### config.mk
export PLATFORM = sky130hd
export DESIGN_NAME = fpmul_arbiter
export DESIGN_NICKNAME = d
export VERILOG_FILES = /design/src/rtl/fpmul_pkg.sv /design/src/rtl/rr_picker.sv /design/src/rtl/fpmul_arbiter.sv
export SDC_FILE = /design/constraint.sdc
export NUM_CORES = 1
export LEC_CHECK = 0
export CORE_AREA = 5 5 154 156
export DETAILED_ROUTE_END_ITERATION = 12
export DIE_AREA = 0 0 159 161
export HOLD_SLACK_MARGIN = 0.15
export SLEW_MARGIN = 20
export SYNTH_ARGS = -nofsm -noshare
export SYNTH_HDL_FRONTEND = slang
export SYNTH_HIERARCHICAL = 1
export SYNTH_SLANG_ARGS = --single-unit
### constraint.sdc
create_clock -name clk -period 6 [get_ports clk]
set_clock_uncertainty 0.2 [all_clocks]
set_input_delay 0.6 -clock clk [delete_from_list [all_inputs] [get_ports clk]]
set_output_delay 0.6 -clock clk [all_outputs]
set_load 0.01 [all_outputs]
### src/rtl/fpmul_pkg.sv
// Shared types and constants for the FP multiplier arbiter slice.
package fpmul_pkg;

    localparam int              FP32_W    = 32;
    localparam logic [FP32_W-1:0] FP32_QNAN = 32'h7FC0_0000;

    typedef enum logic [1:0] {IDLE, ISSUE, WAIT, RESP} fpmul_arb_state_t;

endpackage

### src/rtl/rr_picker.sv
// Combinational round-robin priority encoder: first set request at or above ptr, wrapping mod N.
module rr_picker #(
    parameter  int N  = 4,
    localparam int IW = (N > 1) ? $clog2(N) : 1
) (
    input  logic [N-1:0]  req,
    input  logic [IW-1:0] ptr,
    output logic          any,
    output logic [IW-1:0] idx,
    output logic [N-1:0]  onehot
);

    int cand;

    // Scan from the farthest candidate back to ptr so the nearest set bit wins;
    // the wrap is an explicit compare so non-power-of-two N works.
    always_comb begin
        any    = 1'b0;
        idx    = '0;
        onehot = '0;
        cand   = 0;
        for (int k = N - 1; k >= 0; k--) begin
            cand = int'(ptr) + k;
            if (cand >= N) cand = cand - N;
            if (req[cand[IW-1:0]]) begin
                any = 1'b1;
                idx = cand[IW-1:0];
            end
        end
        if (any) onehot[idx] = 1'b1;
    end

endmodule

### src/rtl/fpmul_arbiter.sv
// Round-robin arbiter sharing one FP32 multiplier among NREQ requesters, with a completion watchdog.
module fpmul_arbiter
    import fpmul_pkg::*;
#(
    parameter int NREQ    = 4,
    parameter int TIMEOUT = 15
) (
    input  logic                   clk,
    input  logic                   n_rst,
    input  logic [NREQ-1:0]        req,
    input  logic [NREQ*FP32_W-1:0] req_op1,
    input  logic [NREQ*FP32_W-1:0] req_op2,
    output logic [NREQ-1:0]        gnt,
    output logic [FP32_W-1:0]      result,
    output logic [NREQ-1:0]        result_valid,
    input  logic [NREQ-1:0]        result_taken,
    output logic                   result_err,
    output logic                   arb_busy,
    output logic                   mul_start,
    output logic                   mul_serv,
    output logic [FP32_W-1:0]      mul_op1,
    output logic [FP32_W-1:0]      mul_op2,
    input  logic [FP32_W-1:0]      mul_result,
    input  logic                   mul_done,
    input  logic                   mul_busy
);

    localparam int IW = (NREQ > 1) ? $clog2(NREQ) : 1;
    localparam int CW = $clog2(TIMEOUT + 1);

    fpmul_arb_state_t state, state_nxt;
    logic [IW-1:0]    owner;
    logic [IW-1:0]    rr_ptr;
    logic [CW-1:0]    wdog;

    logic             pick_any;
    logic [IW-1:0]    pick_idx;
    logic [NREQ-1:0]  pick_onehot;
    logic             owner_release;
    logic             mul_ok;
    logic             wdog_expired;

    rr_picker #(.N(NREQ)) u_picker (
        .req    (req),
        .ptr    (rr_ptr),
        .any    (pick_any),
        .idx    (pick_idx),
        .onehot (pick_onehot)
    );

    always_comb begin
        mul_ok        = mul_done && !mul_busy;
        wdog_expired  = (wdog == CW'(TIMEOUT - 1));
        owner_release = result_taken[owner] || !req[owner];
        state_nxt     = state;
        mul_start     = 1'b0;
        result_valid  = '0;
        arb_busy      = (state != IDLE);
        case (state)
            IDLE:    if (pick_any) state_nxt = ISSUE;
            ISSUE: begin
                mul_start = 1'b1;
                state_nxt = WAIT;
            end
            WAIT:    if (mul_ok || wdog_expired) state_nxt = RESP;
            RESP: begin
                result_valid[owner] = 1'b1;
                if (owner_release) state_nxt = IDLE;
            end
            default: state_nxt = IDLE;
        endcase
    end

    // mul_serv is registered: it pulses in the cycle after the result is
    // released, so a done left over from the previous job is never sampled.
    always_ff @(posedge clk) begin
        if (!n_rst) begin
            state      <= IDLE;
            rr_ptr     <= '0;
            owner      <= '0;
            wdog       <= '0;
            gnt        <= '0;
            result     <= '0;
            result_err <= 1'b0;
            mul_op1    <= '0;
            mul_op2    <= '0;
            mul_serv   <= 1'b0;
        end else begin
            state    <= state_nxt;
            mul_serv <= 1'b0;
            case (state)
                IDLE: if (pick_any) begin
                    owner   <= pick_idx;
                    gnt     <= pick_onehot;
                    mul_op1 <= req_op1[FP32_W*pick_idx +: FP32_W];
                    mul_op2 <= req_op2[FP32_W*pick_idx +: FP32_W];
                end
                ISSUE: wdog <= '0;
                WAIT: begin
                    if (mul_ok) begin
                        result     <= mul_result;
                        result_err <= 1'b0;
                    end else if (wdog_expired) begin
                        result     <= FP32_QNAN;
                        result_err <= 1'b1;
                    end else if (wdog != {CW{1'b1}}) begin
                        wdog <= wdog + 1'b1;
                    end
                end
                RESP: if (owner_release) begin
                    mul_serv <= 1'b1;
                    gnt      <= '0;
                    rr_ptr   <= (owner == IW'(NREQ - 1)) ? '0 : owner + 1'b1;
                end
                default: ;
            endcase
        end
    end

endmodule

# Word level (Yosys, flattened, before mapping)
# Cells that the tools add are included.
# totals
reg_bits	112
wordCells	111
# classes
n_addsub	9
order_cmp	12
eq_ne	12
n_shift	2
n_mux	47
reduce_logical	19
# op_table
op	count
128-bit by 8-bit variable part select with 32-bit output	2
32-bit two-way mux	2
2-bit two-way mux	12
4-bit two-way mux	6
2-bit by 3-bit less-than comparator with 1-bit output, second input constant	6
1-bit two-way mux	16
4-bit case mux with 2 select lines	2
1-bit binary-select mux with 2-bit select	6
2-bit inequality test, second input constant	6
3-bit >= comparator, second input constant	3
2-bit case mux with 4 select lines	1
2-bit AND reduction	4
2-bit nonzero test	4
2-bit by 1-bit subtractor with 2-bit output, second input constant	4
2-bit by 2-bit adder with 3-bit output, second input constant	2
2-bit equality test, second input constant	3
3-bit AND reduction	2
4-bit by 1-bit adder with 4-bit output, second input constant	1
1-bit demux with 2-bit select	2
4-bit equality test, second input constant	1
2-bit by 1-bit >= comparator with 1-bit output, second input constant	2
4-bit inequality test, second input constant	1
4-bit AND reduction	1
2-bit by 1-bit adder with 3-bit output, second input constant	1
other kinds (7)	11

# Longest topological paths before layout
# Gate-level depths: netlist (run 1).
# depth
depth_word	15
ltp_mapped	9
depth_no_buf	6

# Modules after synthesis
# Netlist (run 1), hierarchy kept.
# modules_own_cells
module	n_inst	cells_each	area_per_inst_um2
fpmul_arbiter	1	555	5615.4
rr_picker	1	33	211.5

# Worst setup path before layout (run 1)
# No wires, ideal clock.
# synth_path
path_type	input port to flip-flop
startpoint	in req[0]
endpoint	reg mul_op1[10]
setup_time_ns	0.132
t_arrival_ns	2.314
required_time_ns	5.668
setup_slack_ns	3.354
stages	9
path_buffers	3
path_cell_list	buf_4 > a21boi_1 > o22ai_1 > a31oi_1 > buf_2 > buf_2 > mux4_2 > nand2_1 > a21oi_1
# synth_via
elab_chain_cells	7
# synth_rtl
item	line	source
start, declared	fpmul_arbiter.sv:10	input logic [NREQ-1:0] req,
1-bit binary-select mux with 2-bit select	rr_picker.sv:25	if (req[cand[IW-1:0]]) begin
1-bit two-way mux (implied by the code)	rr_picker.sv:25	
2-bit two-way mux (3 in series)	rr_picker.sv:25	
2-bit two-way mux *	rr_picker.sv:25	
net pick_idx[0]	fpmul_arbiter.sv:37	logic [IW-1:0] pick_idx;
128-bit by 8-bit variable part select with 32-bit output *	fpmul_arbiter.sv:95	mul_op1 <= req_op1[FP32_W*pick_idx +: FP32_W];
end signal, assigned	fpmul_arbiter.sv:95	
end, declared	fpmul_arbiter.sv:21	output logic [FP32_W-1:0] mul_op1,
# The timed path passes the listed nets; every way through them passes the cells marked *. The select of a mux whose other input is x is not followed.
# A chain may end at the register's enable or synchronous reset.

# Worst setup path after layout (run 1)
# layout_path
startpoint	in req[2]
endpoint	reg mul_op2[12]
# layout_via
elab_chain_cells	7
# layout_rtl
item	line	source
1-bit binary-select mux with 2-bit select	rr_picker.sv:25	
1-bit two-way mux (implied by the code)	rr_picker.sv:25	
2-bit two-way mux (3 in series)	rr_picker.sv:25	
2-bit two-way mux *	rr_picker.sv:25	
net pick_idx[0]	fpmul_arbiter.sv:37	
128-bit by 8-bit variable part select with 32-bit output *	fpmul_arbiter.sv:96	mul_op2 <= req_op2[FP32_W*pick_idx +: FP32_W];
end signal, assigned	fpmul_arbiter.sv:96	
end, declared	fpmul_arbiter.sv:22	output logic [FP32_W-1:0] mul_op2,
# Marks and branches as above.

==> results of run 1 <==
cell usage after synthesis (all sizes together) (2+ instances only):
cell type    n  share of area, %
mux4        64                25
nor2b        3              0.32
nand2b       2              0.21
clkbuf      32               2.1
a32o         4              0.69
inv         12              0.77
ha          11               2.4
or4          2              0.32
mux2i        3              0.52
or3          2              0.21
o221a       11               2.1
o21ai       11              0.94
nor3         3              0.26
nand2      138               8.9
a41oi        2              0.30
dfxtp      112                38
a21oi       74               6.4
and2         6              0.64
nand3        4              0.34
a31oi        2              0.21
nor2        30               1.9
buf         18               1.7
nor4bb       2              0.34
a21boi       5              0.64
a22oi       23               3.0
power breakdown:
part	total (mW)	switching [mW]	internal, mW	leakage, nW
logic	1.45	0.718	0.728	2.62
registers	1.00	0.0928	0.907	0.917
clock network	0.637	0.295	0.342	0.155
cells by family (layout without fill, tap and decap cells):
logic type      Yosys count  in the layout
fa+ha+maj                11             11
mux                      67             67
simple gates            198            198
compound gates          137            137
buf+inv                  63            441
flops                   112            112
state kept, by name (all words and copies together), names as in the netlist:
register / count
owner: 2
result: 32
mul_serv: 1
gnt: 4
mul_op2: 32
result_err: 1
wdog: 4
state: 2
mul_op1: 32
rr_ptr: 2
stage by stage:
step	setup WS [ps]	hold WS (ps)	instances	util, %	instance area [sq um]
after floorplan	3354	262.1	588	-	5827
after global placement	2423	241.5	1235	45.49	10110
after detailed placement	2391	245.7	1235	45.49	10110
after CTS	2763	256.7	1251	46.89	10420
after global routing	2603	271.9	1251	46.96	10440
final	2779	253.4	1251	46.96	10440
layout make-up:
cell class,count,area share [%]
Inverter,13,0.4795
Clock inverter,6,0.6953
Multi-Input combinational cell,413,32.21
Sequential cell,112,21.48
Tap cell,285,3.416
Clock buffer,10,2.290
Timing Repair Buffer,412,39.43
layer usage:
metal  wire (um)  part of all wire, %  track usage, %
met5          11                0.045               0
met4         301                  1.2           3.722
met3        2024                  8.3           6.890
met2       12510                   51           32.71
met1        9618                   39           20.96
critical path, delay by kind of cell:
family                 cells  cell delay (ps)
multiplexers               2              850
buffers and inverters      2             1280
AO/OA/AOI/OAI              3              360
AND/OR/NAND/NOR            1               80
final timing paths:
check	end	slack [ps]	cells past startpoint
max	mul_op2[12]$_SDFFE_PN0P_	2780	8
min	mul_op1[0]$_SDFFE_PN0P_	250	2
max reg2reg	mul_op2[12]$_SDFFE_PN0P_	3090	7
min reg2reg	mul_op1[0]$_SDFFE_PN0P_	250	2
==> results.md, run 1 <==
- Synth unique cells: 43
- DR vias/cell: 4.817
- Area added between synthesis and finish: 79.13%
- Crit path kind: in -> reg
- Number of flops mapped to enable cells by yosys: 0
- Footprint of the multi-input gates: 3362 sq um
- DR iter-0 viols: 305
- Layout cells sized above 1: 10.66%
- RePlAce Congestion: 0.8129
- Starting Density: 26.21%
- Worst Setup End Kind: register
- Die footprint: 25600 sq um
- Ant. Diodes: 0
- Mapped Avg Cell Area: 9.910 sq um
- Register Area: 2242 sq um
- Die W: 159 um
- Commonest cells after routing, fill and taps aside: clkdlybuf4s50_1 (407), nand2_1 (137), dfxtp_1 (112)
- Yosys synthesis warning count: 6
- Req. time, crit path: 6000 ps
- Startpoint Class: primary input
- Post-CTS sizing: 0
- Clock transition at path regs: 70 ps
- CTS Sinks: 112
- Xor and xnor area share after synthesis: 0%
- CTS tree: built
- Max-slew violations: 0
- Crit path max fanout: 41
- Final period utilization: 53.68%
- IO buf count: 407
- Outcome: finished, final reports clean
- Worst slew margin: 29.40%
- Vias in the first global route: 6310
- P_leak: 3.690 nW
- Post CTS Setup Buffer Count: 0
- Crit path DAT: 3220 ps
- Asr flop ratio synth: 0%
- Cell Area, Synth: 5827 sq um
- Drc violations: 0
- Crit path launch: req[2]
- Peak supply drop: 130.9 uV
- Core Rows: 55
- CP cell instances: clkdlybuf4s50_1, mux2i_1, o22ai_1, a31oi_4, buf_4, mux4_2, nand2_1, a21oi_1
- Htree depth: 3
- Total Power: 3.082 mW
- Worst Tran Pin Value: 1059 ps
- Root Driver: clkbuf_16
- Syn Nets: 899
- Main combinational cell family by area after synthesis: multiplexers
- Initial antenna violation count: 1
- Top achievable clock speed: 310.5 MHz
- R2r startpoint: rr_ptr[1]$_SDFFE_PN0P_
- Critical Path Max Stage Delay: 650 ps
- Final ANT Viol Nets: 0
- Routed WL per cell: 19.56 um
- Pre-Repair DR Iteration Count: 5
- Cts bufs inserted: 9
- Slowest-stage cell, CP: buf_4
- Hold_sp: mul_op1[0]$_SDFFE_PN0P_
- Synth Register Bits: 112
- Compound-Gate Fraction of Synth Area: 14.97%
- DP Wirelength: 19250 um
- CTS Buffer Depth: 2
- Max-cap viol count: 0
- Final setup fails: 0
- Sequential area share after synthesis: 38.48%
- Nets: 1272
- Final hold vios: 0
- WL final: 24470 um
- Simple-Gate Fraction of Synth Area: 14.30%
- Synthesized instance count: 588
- Later-pin clock latency in the skew report: 350 ps
- Ys flop type: dfxtp_1
- GRT overflow: 0
- Fillers: 2099
- I/O pins: 408
- Hold WC Path Type: reg -> reg
- TNS Setup: 0 ps
- GRT Total Usage: 18.29%
- Die Y: 161 um
- Placeable core area: 22230 sq um
- Final min period: 3221 ps
- Multiplexer share of the synthesized area: 25.25%
- Adder and majority gate portion of the synthesized area: 2.362%
- Largest net degree at the start of global routing: 97
- Hold buffer count at cts: 0
- First-pass GRT wire length: 36990 um
- RSZ-0062 raised after global routing: no
- Commonest non-fill, non-tap cell in the layout: clkdlybuf4s50_1
- Pwr/cell area: 295.3 nW/um^2
- Routed via count: 6026
Power figures use the tool's default switching activity.
==> run 2: changes to the inputs <==
==> constraint.sdc (replaced) <==
create_clock -name clk -period 3.1 [get_ports clk]
set_clock_uncertainty 0.2 [all_clocks]
set_input_delay 0.31 -clock clk [delete_from_list [all_inputs] [get_ports clk]]
set_output_delay 0.31 -clock clk [all_outputs]
set_load 0.01 [all_outputs]
==> run 2 against run 1 <==
Against the previous run: cell count grew 1.2%; sequential power grew 94%; sequential share of layout area shrank 0.31 points; routed wire length grew 0.81%; first-iteration DRC count shrank 4.6%; critical path depth is the same; count of clock-buffer cells in the layout shrank 1; register-to-register slack lost 2400 ps; critical path type is now reg -> reg; clock power grew 110%; flip-flop and latch count is the same.
==> results.md, run 2 (synthesized netlist as in run 1, its figures left out) <==
- CP delay by family, top: compound AO/OA/AOI/OAI gates
- Total Power: 6.103 mW
- Die footprint: 25600 sq um
- Layout cells sized above 1: 11.94%
- Pre-Repair DR Iteration Count: 4
- Outcome: finished, final reports clean
- Final period utilization: 77.81%
- Core Rows: 55
- P_leak: 3.772 nW
- GRT overflow: 0
- Vias in the first global route: 6236
- Register Area: 2242 sq um
- Clock transition at path regs: 80 ps
- Max-cap viol count: 0
- Crit path max fanout: 36
- Routed via count: 6063
- I/O pins: 408
- Gr busiest metal: met2
- Hold WS: 255.1 ps
- GR Util met2: 32.71%
- Hold WC Path Type: reg -> reg
- Peak supply drop: 259.6 uV
- Place WS: 387.9 ps
- Commonest non-fill, non-tap cell in the layout: clkdlybuf4s50_1
- Footprint of the multi-input gates: 3351 sq um
- Pwr/cell area: 576.1 nW/um^2
- GRT Total Usage: 18.37%
- Root Driver: clkbuf_16
- Commonest cells after routing, fill and taps aside: clkdlybuf4s50_1 (407), nand2_1 (137), dfxtp_1 (112)
- Fillers: 2118
- Max-slew violations: 0
- Die Y: 161 um
- WL final: 24670 um
- Starting Density: 26.21%
- Worst Setup End Kind: register
- Post-DP Area: 10270 sq um
- CTS tree: built
- DR iter-0 viols: 291
- Setup slack after layout: 688.0 ps
- Final hold vios: 0
- Htree depth: 3
- Later-pin clock latency in the skew report: 350 ps
- Startpoint Class: register
- TNS Setup: 0 ps
- Crit path DAT: 2440 ps
- Placeable core area: 22230 sq um
- Req. time, crit path: 3130 ps
- IO buf count: 407
- Final min period: 2412 ps
- Die W: 159 um
- Crit path kind: reg -> reg
- Drc violations: 0
- Finished Cell Area: 10590 sq um
- RePlAce Congestion: 0.8522
- DP Wirelength: 19830 um
- CTS Buffer Depth: 2
- Cts bufs inserted: 9
- Final setup fails: 0
- Final ANT Viol Nets: 0
- GR Util met1: 21.18%
- Worst Tran Pin Value: 773.6 ps
- CTS Sinks: 112
- First-pass GRT wire length: 37060 um
- Worst slew margin: 48.32%
- Top flop regs: mul_op1: 32 flops, mul_op2: 32 flops, result: 32 flops
- Nets: 1286
- Met3 usage: 5.920%
- Initial antenna violation count: 1
- WP buf/inv: 2
- Top achievable clock speed: 414.6 MHz
- Post-CTS sizing: 0
- RSZ-0062 raised after global routing: no
- Area added between synthesis and finish: 81.79%
- Largest net degree at the start of global routing: 41
- Post CTS Setup Buffer Count: 0
- Routed WL per cell: 19.48 um
- CP cell instances: buf_4, a21boi_1, o22ai_1, a31oi_4, buf_12, mux4_2, nand2_1, a21oi_1
- Critical Path Max Stage Delay: 550 ps
- DR vias/cell: 4.789
- Slowest-stage cell, CP: mux4_2
- Hold buffer count at cts: 0
-- run 2: cell types whose count changed in the layout (fill, tap and decap cells not counted), sizes merged --
cell / change
diode: +1
clkbuf: -1
clkinv: -1
bufinv: +1
buf: +14
clkinvlp: +1
-- run 2: final timing paths --
path | from | endpoint | slack, ps | cells past startpoint
worst max register to register | rr_ptr[1]$_SDFFE_PN0P_ | mul_op1[9]$_SDFFE_PN0P_ | 690 | 8
worst max-delay path | rr_ptr[1]$_SDFFE_PN0P_ | mul_op1[9]$_SDFFE_PN0P_ | 690 | 8
worst min-delay path | mul_op2[1]$_SDFFE_PN0P_ | mul_op2[1]$_SDFFE_PN0P_ | 260 | 2
worst min register to register | mul_op2[1]$_SDFFE_PN0P_ | mul_op2[1]$_SDFFE_PN0P_ | 260 | 2
-- run 2: per-layer routing --
metal / part of all wire, % / wire (um) / up-vias
met5: 0 / 0 / -
met4: 2.2 / 544 / 0
met3: 8.2 / 2015 / 28
met2: 51 / 12660 / 257
met1: 38 / 9443 / 2858
li1: - / - / 2920
-- run 2: where the power goes --
part / switching [mW] / internal [mW]
registers: 0.184 / 1.75
logic: 1.40 / 1.45
clock network: 0.588 / 0.718
-- run 2: through the flow --
stage / std cells / util, %
3_5_place_dp: 1249 / 46.19
4_1_cts: 1265 / 47.64
5_1_grt: 1266 / 47.66
2_1_floorplan: 588 / -
6_report: 1266 / 47.66
3_3_place_gp: 1249 / 46.19
-- run 2: final cells by class --
type / count / area share, %
repair buffers: 426 / 40.28
multi-input cells: 413 / 31.63
clock inverters: 7 / 0.9331
clock buffers: 9 / 2.126
diodes: 1 / 0.02362
flip-flops and latches: 112 / 21.17
well taps: 285 / 3.366
inverters: 13 / 0.4725
-- run 2: worst min-delay path: cells and delay by family (launching register included) --
family	cells	cell delay (ps)
AOI/OAI and AO/OA	1	50
and+or+nand+nor	1	50
DFF	1	310
==> run 3: changes to the inputs <==
--- a/config.mk
+++ b/config.mk
@@ -9,6 +9,7 @@
 export DETAILED_ROUTE_END_ITERATION = 12
 export DIE_AREA = 0 0 159 161
 export HOLD_SLACK_MARGIN = 0.15
+export PLACE_DENSITY = 0.66
 export SLEW_MARGIN = 20
 export SYNTH_ARGS = -nofsm -noshare
 export SYNTH_HDL_FRONTEND = slang
==> constraint.sdc (replaced) <==
create_clock -name clk -period 2.11 [get_ports clk]
set_clock_uncertainty 0.2 [all_clocks]
set_input_delay 0.211 -clock clk [delete_from_list [all_inputs] [get_ports clk]]
set_output_delay 0.211 -clock clk [all_outputs]
set_load 0.01 [all_outputs]
==> run 3 against run 2 <==
Against the previous run: the run now ends with negative setup slack left; count of clock-buffer cells in the layout unchanged; non-clock buffer count increased by 19; register-to-register slack got worse by 780 ps; combinational power is 58% higher; fmax grew 9.8%; utilization increased by 1.4 points; setup slack got worse by 780 ps; first-iteration DRC count rose by 23%; die area did not move; critical endpoint is now mul_op1[12]$_SDFFE_PN0P_; largest power group unchanged.
==> results.md, run 3 (synthesized netlist as in run 1, its figures left out) <==
- Outcome: finished with violations
- Failing checks: negative setup slack
- Worst slew margin: 69.24%
- Hold_sp: mul_op1[2]$_SDFFE_PN0P_
- DR iter-0 viols: 357
- Cts bufs inserted: 9
- Commonest non-fill, non-tap cell in the layout: clkdlybuf4s50_1
- Internal power: 5.927 mW
- Crit path kind: reg -> reg
- CTS tree: built
- GRT Total Usage: 19.23%
- Commonest cells after routing, fill and taps aside: clkdlybuf4s50_1 (402), nand2_1 (137), dfxtp_1 (108)
- Largest net degree at the start of global routing: 51
- Place WS: -395.4 ps
- IO buf count: 407
- Routed WL per cell: 20.07 um
- Later-pin clock latency in the skew report: 360 ps
- Final period utilization: 104.1%
- Register Area: 2247 sq um
- Nets: 1305
- Worst Tran Pin Value: 455.4 ps
- Routed via count: 6252
- Setup slack after layout: -87.16 ps
- CP dominant cell by count: buf_12
- Pwr/cell area: 851.8 nW/um^2
- Crit path DAT: 2230 ps
- Switching power total: 3.351 mW
- Fillers: 2071
- Finished Cell Area: 10890 sq um
- Slowest-stage cell, CP: mux4_2
- CP delay by family, top: multiplexers
- Crit path max fanout: 14
- WP buf/inv: 2
- R2R Setup Slk: -90 ps
- WHS Path Cells: 2
- Req. time, crit path: 2150 ps
- RePlAce Congestion: 0.9177
- Clock transition at path regs: 80 ps
- Peak supply drop: 587.7 uV
- Startpoint Class: register
- Post-CTS sizing: 8
- Max-slew violations: 0
- Die W: 159 um
- Top flop regs: mul_op1: 32 flops, mul_op2: 32 flops, result: 32 flops
- Placeable core area: 22230 sq um
- Cells on worst reg2reg path: 8
- Drc violations: 0
- Worst Setup End Kind: register
- WL final: 25830 um
- Final setup fails: 62
- Vias in the first global route: 6516
- Final min period: 2197 ps
- Hold WC Path Type: reg -> reg
- Pre-Repair DR Iteration Count: 5
- CTS Sinks: 112
- I/O pins: 408
- CP cell instances: mux2i_1, o22ai_1, a31oi_4, buf_12, buf_12, mux4_2, nand2_1, a21oi_1
- GRT overflow: 0
- Core Rows: 55
- Root Driver: clkbuf_16
- Footprint of the multi-input gates: 3363 sq um
- WP depth: 8
- Final ANT Viol Nets: 0
- R2r startpoint: rr_ptr[1]$_SDFFE_PN0P_
- Die footprint: 25600 sq um
- First-pass GRT wire length: 38790 um
- Max-cap viol count: 0
- Logic pwr share: 48.8%
- P_leak: 3.968 nW
- Post-DP Area: 10550 sq um
- Switching share of power: 36.12%
- Die Y: 161 um
- RSZ-0062 raised after global routing: yes
- Sequential share of power: 30.9%
- TNS Setup: -2918 ps
- Initial antenna violation count: 7
- Area added between synthesis and finish: 86.94%
- Total Power: 9.278 mW
- Crit path launch: rr_ptr[1]$_SDFFE_PN0P_
- Clock Power Share: 20.3%
- Critical Path Max Stage Delay: 510 ps
- Top achievable clock speed: 455.1 MHz
- DP Wirelength: 20520 um
- Post CTS Setup Buffer Count: 0
- Layout cells sized above 1: 14.11%
- Htree depth: 3
- Starting Density: 26.21%
- Final hold vios: 0
- Hold buffer count at cts: 0
- CTS Buffer Depth: 2
- DR vias/cell: 4.858
-- run 3: worst reg2reg max path, cell delays in order, from the launching register on --
cell and delay [ps]:
dfxtp_2 360, mux2i_1 190, o22ai_1 130, a31oi_4 180, buf_12 180, buf_12 190
mux4_2 520, nand2_1 80, a21oi_1 60
-- run 3: final cells by class --
class                           instances  area share (%)
Multi-Input combinational cell        413           30.88
Clock buffer                            9           2.068
Clock inverter                          7          0.8730
Inverter                               13          0.4595
Tap cell                              285           3.274
Antenna cell                            3         0.06892
Timing Repair Buffer                  445           41.75
Sequential cell                       112           20.63
-- run 3: path summary, 6_finish.rpt --
| path | to |
|---|---|
| setup / recovery | mul_op1[12]$_SDFFE_PN0P_ |
| hold / removal | mul_op1[2]$_SDFFE_PN0P_ |
| setup reg to reg | mul_op1[12]$_SDFFE_PN0P_ |
| hold reg to reg | mul_op1[2]$_SDFFE_PN0P_ |
-- run 3: metrics by stage --
step	util (%)	cells	hold slack, ps
6_report	49.01	1287	255.0
5_1_grt	49.01	1287	270.5
4_1_cts	48.95	1284	258.5
3_5_place_dp	47.45	1268	246.7
3_3_place_gp	47.45	1268	241.4
2_1_floorplan	-	588	173.6
-- run 3: per-layer routing --
metal | global-route usage, % | wire (um) | vias up
met5 | 0 | 26 | -
met1 | 22.17 | 10170 | 2966
li1 | - | - | 2968
met3 | 6.992 | 2171 | 38
met4 | 6.475 | 727 | 6
met2 | 33.15 | 12730 | 274
-- run 3: power groups by stage --
stage / combinational (mW) / sequential [mW] / clock [mW]
2_1_floorplan: 1.95 / 3.05 / 0
3_3_place_gp: 4.57 / 2.89 / 0
3_5_place_dp: 4.60 / 2.90 / 0
4_1_cts: 4.61 / 2.87 / 1.96
5_1_grt: 4.93 / 2.93 / 2.04
6_report: 4.53 / 2.87 / 1.88
